===== src/rtl/atm_txn_ctrl.sv =====
// atm_txn_ctrl: ATM transaction sequencer (PIN, mode, amount, check, single inc/dec strobe).
// Rev 1.0
`default_nettype none

module atm_txn_ctrl #(
  parameter logic [5:0]  PIN_CODE    = 6'b101101,
  parameter int unsigned MAX_TRIES   = 3,
  parameter int unsigned TIMEOUT_CYC = 500_000_000,
  parameter int unsigned DONE_CYC    = 100_000_000,
  parameter int unsigned TMR_W       = 32
) (
  input  logic       clk,
  input  logic       rst,
  input  logic       btn_up,
  input  logic       btn_down,
  input  logic [5:0] sw,
  input  logic [7:0] balance,
  output logic [7:0] amount,
  output logic       inc,
  output logic       dec,
  output logic [3:0] state_code,
  output logic       err_led,
  output logic       lock_led,
  output logic       busy
);

  typedef enum logic [3:0] {
    S_IDLE   = 4'd0,
    S_PIN    = 4'd1,
    S_MENU   = 4'd2,
    S_AMOUNT = 4'd3,
    S_CHECK  = 4'd4,
    S_COMMIT = 4'd5,
    S_DONE   = 4'd6,
    S_ERROR  = 4'd7,
    S_LOCK   = 4'd8
  } state_t;

  localparam logic [TMR_W-1:0] TO_LAST   = TMR_W'(TIMEOUT_CYC - 1);
  localparam logic [TMR_W-1:0] HOLD_LAST = TMR_W'(DONE_CYC - 1);
  localparam logic [2:0]       TRIES     = 3'(MAX_TRIES);

  state_t             state_q, state_d;
  logic [7:0]         amount_q, amount_d;
  logic               mode_q, mode_d;  // 0 = deposit, 1 = withdraw
  logic [2:0]         fail_q, fail_d;
  logic [TMR_W-1:0]   tmr_q, tmr_d;
  logic               up_q, dn_q;
  logic               inc_q, dec_q, err_q, lock_q, busy_q;
  logic               up_raw, dn_raw, up_ev, dn_ev;
  logic               tmr_clr, err_pulse;

  // Simultaneous rising edges cancel each other out.
  assign up_raw = btn_up & ~up_q;
  assign dn_raw = btn_down & ~dn_q;
  assign up_ev  = up_raw & ~dn_raw;
  assign dn_ev  = dn_raw & ~up_raw;

  always_comb begin
    state_d   = state_q;
    amount_d  = amount_q;
    mode_d    = mode_q;
    fail_d    = fail_q;
    tmr_clr   = 1'b0;
    err_pulse = 1'b0;
    case (state_q)
      S_IDLE: if (up_ev) state_d = S_PIN;
      S_PIN: begin
        if (up_ev) begin
          tmr_clr = 1'b1;
          if (sw == PIN_CODE) begin
            state_d = S_MENU;
            fail_d  = 3'd0;
          end else begin
            fail_d    = fail_q + 3'd1;
            err_pulse = 1'b1;
            if (fail_d == TRIES) state_d = S_LOCK;
          end
        end else if (dn_ev || tmr_q == TO_LAST) begin
          state_d = S_IDLE;
        end
      end
      S_MENU: begin
        if (up_ev || dn_ev) begin
          state_d = S_AMOUNT;
          mode_d  = dn_ev;
        end else if (tmr_q == TO_LAST) begin
          state_d = S_IDLE;
        end
      end
      S_AMOUNT: begin
        if (up_ev) begin
          amount_d = {2'b00, sw};
          state_d  = S_CHECK;
        end else if (dn_ev || tmr_q == TO_LAST) begin
          state_d = S_IDLE;
        end
      end
      S_CHECK: begin
        if (amount_q == 8'd0)
          state_d = S_ERROR;
        else if (!mode_q && ({1'b0, balance} + {1'b0, amount_q} > 9'd255))
          state_d = S_ERROR;
        else if (mode_q && (amount_q > balance))
          state_d = S_ERROR;
        else
          state_d = S_COMMIT;
      end
      S_COMMIT: state_d = S_DONE;
      S_DONE:   if (tmr_q == HOLD_LAST) state_d = S_IDLE;
      S_ERROR:  if (tmr_q == HOLD_LAST) state_d = S_MENU;
      S_LOCK:   state_d = S_LOCK;
      default:  state_d = S_IDLE;
    endcase

    if (state_d != state_q || tmr_clr)
      tmr_d = '0;
    else if (tmr_q != '1)
      tmr_d = tmr_q + 1'b1;
    else
      tmr_d = tmr_q;
  end

  always_ff @(posedge clk) begin
    if (rst) begin
      state_q  <= S_IDLE;
      amount_q <= 8'd0;
      mode_q   <= 1'b0;
      fail_q   <= 3'd0;
      tmr_q    <= '0;
      up_q     <= 1'b0;
      dn_q     <= 1'b0;
      inc_q    <= 1'b0;
      dec_q    <= 1'b0;
      err_q    <= 1'b0;
      lock_q   <= 1'b0;
      busy_q   <= 1'b0;
    end else begin
      state_q  <= state_d;
      amount_q <= amount_d;
      mode_q   <= mode_d;
      fail_q   <= fail_d;
      tmr_q    <= tmr_d;
      up_q     <= btn_up;
      dn_q     <= btn_down;
      inc_q    <= (state_d == S_COMMIT) && !mode_d;
      dec_q    <= (state_d == S_COMMIT) && mode_d;
      err_q    <= (state_d == S_ERROR) || err_pulse;
      lock_q   <= (state_d == S_LOCK);
      busy_q   <= (state_d != S_IDLE) && (state_d != S_LOCK);
    end
  end

  assign amount     = amount_q;
  assign inc        = inc_q;
  assign dec        = dec_q;
  assign state_code = state_q;
  assign err_led    = err_q;
  assign lock_led   = lock_q;
  assign busy       = busy_q;

endmodule

`default_nettype wire


===== config.mk =====
export PLATFORM = sky130hd
export DESIGN_NAME = atm_txn_ctrl
export DESIGN_NICKNAME = d
export VERILOG_FILES = /design/src/rtl/atm_txn_ctrl.sv
export SDC_FILE = /design/constraint.sdc
export NUM_CORES = 1
export LEC_CHECK = 0
export CORE_MARGIN = 5
export CORE_UTILIZATION = 50
export CTS_CLUSTER_DIAMETER = 120
export DETAILED_ROUTE_END_ITERATION = 16
export GPL_TIMING_DRIVEN = 0
export PLACE_DENSITY_LB_ADDON = 0.2
export SYNTH_ARGS = -nofsm -noshare
export SYNTH_HDL_FRONTEND = slang
export SYNTH_SLANG_ARGS = --single-unit

===== constraint.sdc =====
create_clock -name clk -period 2.5 [get_ports clk]
set_input_delay 0.625 -clock clk [delete_from_list [all_inputs] [get_ports clk]]
set_output_delay 0.625 -clock clk [all_outputs]
set_load 0.01 [all_outputs]

==> results.ini <==
[cells_and_area]
area_growth_syn_to_layout_pct=30.1
final_core_util_pct=65.8
antenna_cells=0
design_area_um2=3850
fin_nets=432
layout-drive-gt1-share_pct=17.8

[placement]
dp_hpwl_um=4760
place_congestion=0.860
placed_area_um2=3380
io_buffers=32

[clock_tree]
cts_tree=built
clkLatencyLatePin_ns=0.31
cts_max_path_buffers=2
tritoncts.num_buffers=5
cts_hold_buf=0
root_buffer=clkbuf_8
clock_sink_count=53
path_clk_slew_ns=0.09
htreeDepth=2

[logic_synthesis]
netlist.area_leader.share_pct=35.9
synthFlopType=dfxtp_1
synthDistinctLibCells=52
ys_seq_elements=53
synth_top_family_by_area=simple AND/OR/NAND/NOR gates
synthesis.area_um2=2960
netlist_instances=350
ys_seq_area_share_pct=35.9
synth_compound_area_share_pct=9.09
yosysWarningCount=0
yosys.area_share.simple_pct=31.0
synth-edff-count=0
synth_mux_area_share_pct=2.71
synthTopCellsByArea=dfxtp_1, nor2_1, ha_1
yosysMostFrequentCell=nor2_1
synth.avg_cell_area_um2=8.45
yosys.area.top_type=dfxtp_1
synth-xor-area-share_pct=9.18
synth-adder-area-share_pct=7.44
synthTopCellsByCount=nor2_1, dfxtp_1, xor2_1, nand2_1, inv_1
async_flop_share_pct=0

[worst_setup_path]
path_max_fanout=5
path_cells=clkdlybuf4s50_1 > inv_2 > fa_2 > or2_4 > a221oi_4 > o31ai_2 > o311ai_2 > a311oi_4 > o32ai_2
end_kind=flop
cp.required_ns=2.72
crit_path_max_incr_delay_ns=0.47
crit_slowest_cell=clkdlybuf4s50_1
rrSetupSlack_ns=0.22
crit_arrival_ns=2.65
path_class=in2reg
crit_path_start_kind=primary input

[sta]
fmax_mhz=412
slew_viol_final=0
rsz0062_at_grt=true
finalCriticalPeriod_ns=2.43
maxSlewHeadroom_pct=52.1
fin_skew_ns=0.00755
worst_pin_slew_ns=0.711
timing.hold.ws_ns=0.530
hold_viol_final=0
min_period_over_period_pct=97.0
setup_viol=0

[routing]
viasPerCell=5.63
drt_iter0_markers=140
drc=0
wl_per_cell_um=15.0
drt-total-wl_um=7110
ant_nets=0
num_vias=2664
drt_first_pass_iters=4

[grt]
grt_first_pass_wirelength_um=11800
grt_util_met1_pct=24.0
grt_start_max_net_pins=16
gr-usage-met2_pct=32.7
grt_use_met3_pct=3.50
grt_pass1_vias=2651
busiest_layer=met2
overflow=0
grt_use_total_pct=19.0
antenna_found_initial=0

[die]
core_um2=5850
start_util_pct=50.6
die_w_um=86.9
dieArea_um2=7560
die_h_um=86.9
io_pins=35
rows=28

[pwr]
peakVddDrop_uv=367
leakage_nw=1.43
power_density_nw_per_um2=427
finalPower_mw=1.64

[outcome]
status=completed

[job]
max-cap-violations=0

[min_path]
hold_path_class=reg2reg

-- per-layer routing --
metal | part of all wire (%) | up-vias
met4 | 1.6 | 0
li1 | - | 1318
met5 | 0 | -
met3 | 5.0 | 18
met1 | 42 | 1261
met2 | 51 | 67
-- where the power goes --
part	switching, mW	leakage [nW]	internal, mW
registers	0.00816	0.428	0.853
clock network	0.273	0.0585	0.327
logic	0.0900	0.947	0.0907
-- worst max-delay path, delay by kind of cell --
kind	cells	cell delay (ns)
AOI/OAI and AO/OA	5	0.89
buffers and inverters	2	0.53
adders and majority gates	1	0.34
and+or+nand+nor	1	0.27
-- cells by family after synthesis --
family                   after synthesis
AO/OA/AOI/OAI                         33
XOR/XNOR                              31
adder cells (fa/ha/maj)               17
buffers and inverters                 32
flip-flops                            53
multiplexers                           8
other                                  1
AND/OR/NAND/NOR                      175
-- per-stage QoR --
| stage | instances | setup WS [ns] | TNS [ns] |
|---|---|---|---|
| after floorplan | 351 | 0.113 | 0 |
| after global placement | 458 | -0.652 | -21.04 |
| after detailed placement | 458 | -0.696 | -24.75 |
| after CTS | 468 | 0.00385 | 0 |
| after global routing | 473 | -0.00809 | -0.0260 |
| final | 473 | 0.0743 | 0 |
-- repair_timing --
| item | 4_1_cts | 5_1_grt |
|---|---|---|
| endpoints found under the hold margin | 0 | 0 |
| gates cloned | 0 | 2 |
| resized for setup | 22 | 46 |
| pin swaps | 10 | 15 |
| setup buffers | 2 | 3 |
| setup endpoints to repair | 37 | 36 |
-- registers in the layout (all words and copies together) (netlist names) --
register	count
tmr_q	32
inc	1
mode_q	1
busy	1
dn_q	1
state_code	4
dec	1
fail_q	3
up_q	1
lock_led	1
err_led	1
amount	6
-- final timing paths --
path                            startpoint        end  cells after the start
worst max-delay path            balance[1]    err_led                      9
worst min-delay path             fail_q[2]  fail_q[2]                      2
worst max register to register   amount[0]    err_led                      9
worst min register to register   fail_q[2]  fail_q[2]                      2
-- area by class of cell --
| class | instances | area, µm² |
|---|---|---|
| inverters | 17 | 63.8 |
| repair buffers | 39 | 388 |
| fillers | 461 | 2000 |
| multi-input cells | 266 | 2030 |
| clock buffers | 7 | 86.3 |
| clock inverters | 1 | 30.0 |
| flip-flops and latches | 53 | 1060 |
| plain buffers | 15 | 92.6 |
| well taps | 75 | 93.8 |
-- cell usage in the layout, fill, tap and decap left out, types with 8 or more instances in the layout --
cell | netlist | layout
xnor2_1 | 9 | 9
inv_1 | 17 | 11
nor2_1 | 64 | 56
nand2_1 | 21 | 21
nand3_1 | 16 | 15
clkbuf_1 | 7 | 8
dfxtp_1 | 53 | 53
mux2i_1 | 8 | 8
clkdlybuf4s50_1 | 0 | 26
and3_1 | 15 | 15
ha_1 | 16 | 10
buf_4 | 2 | 8
nand4_1 | 16 | 16
xor2_1 | 22 | 22
Power figures use the tool's default switching activity.
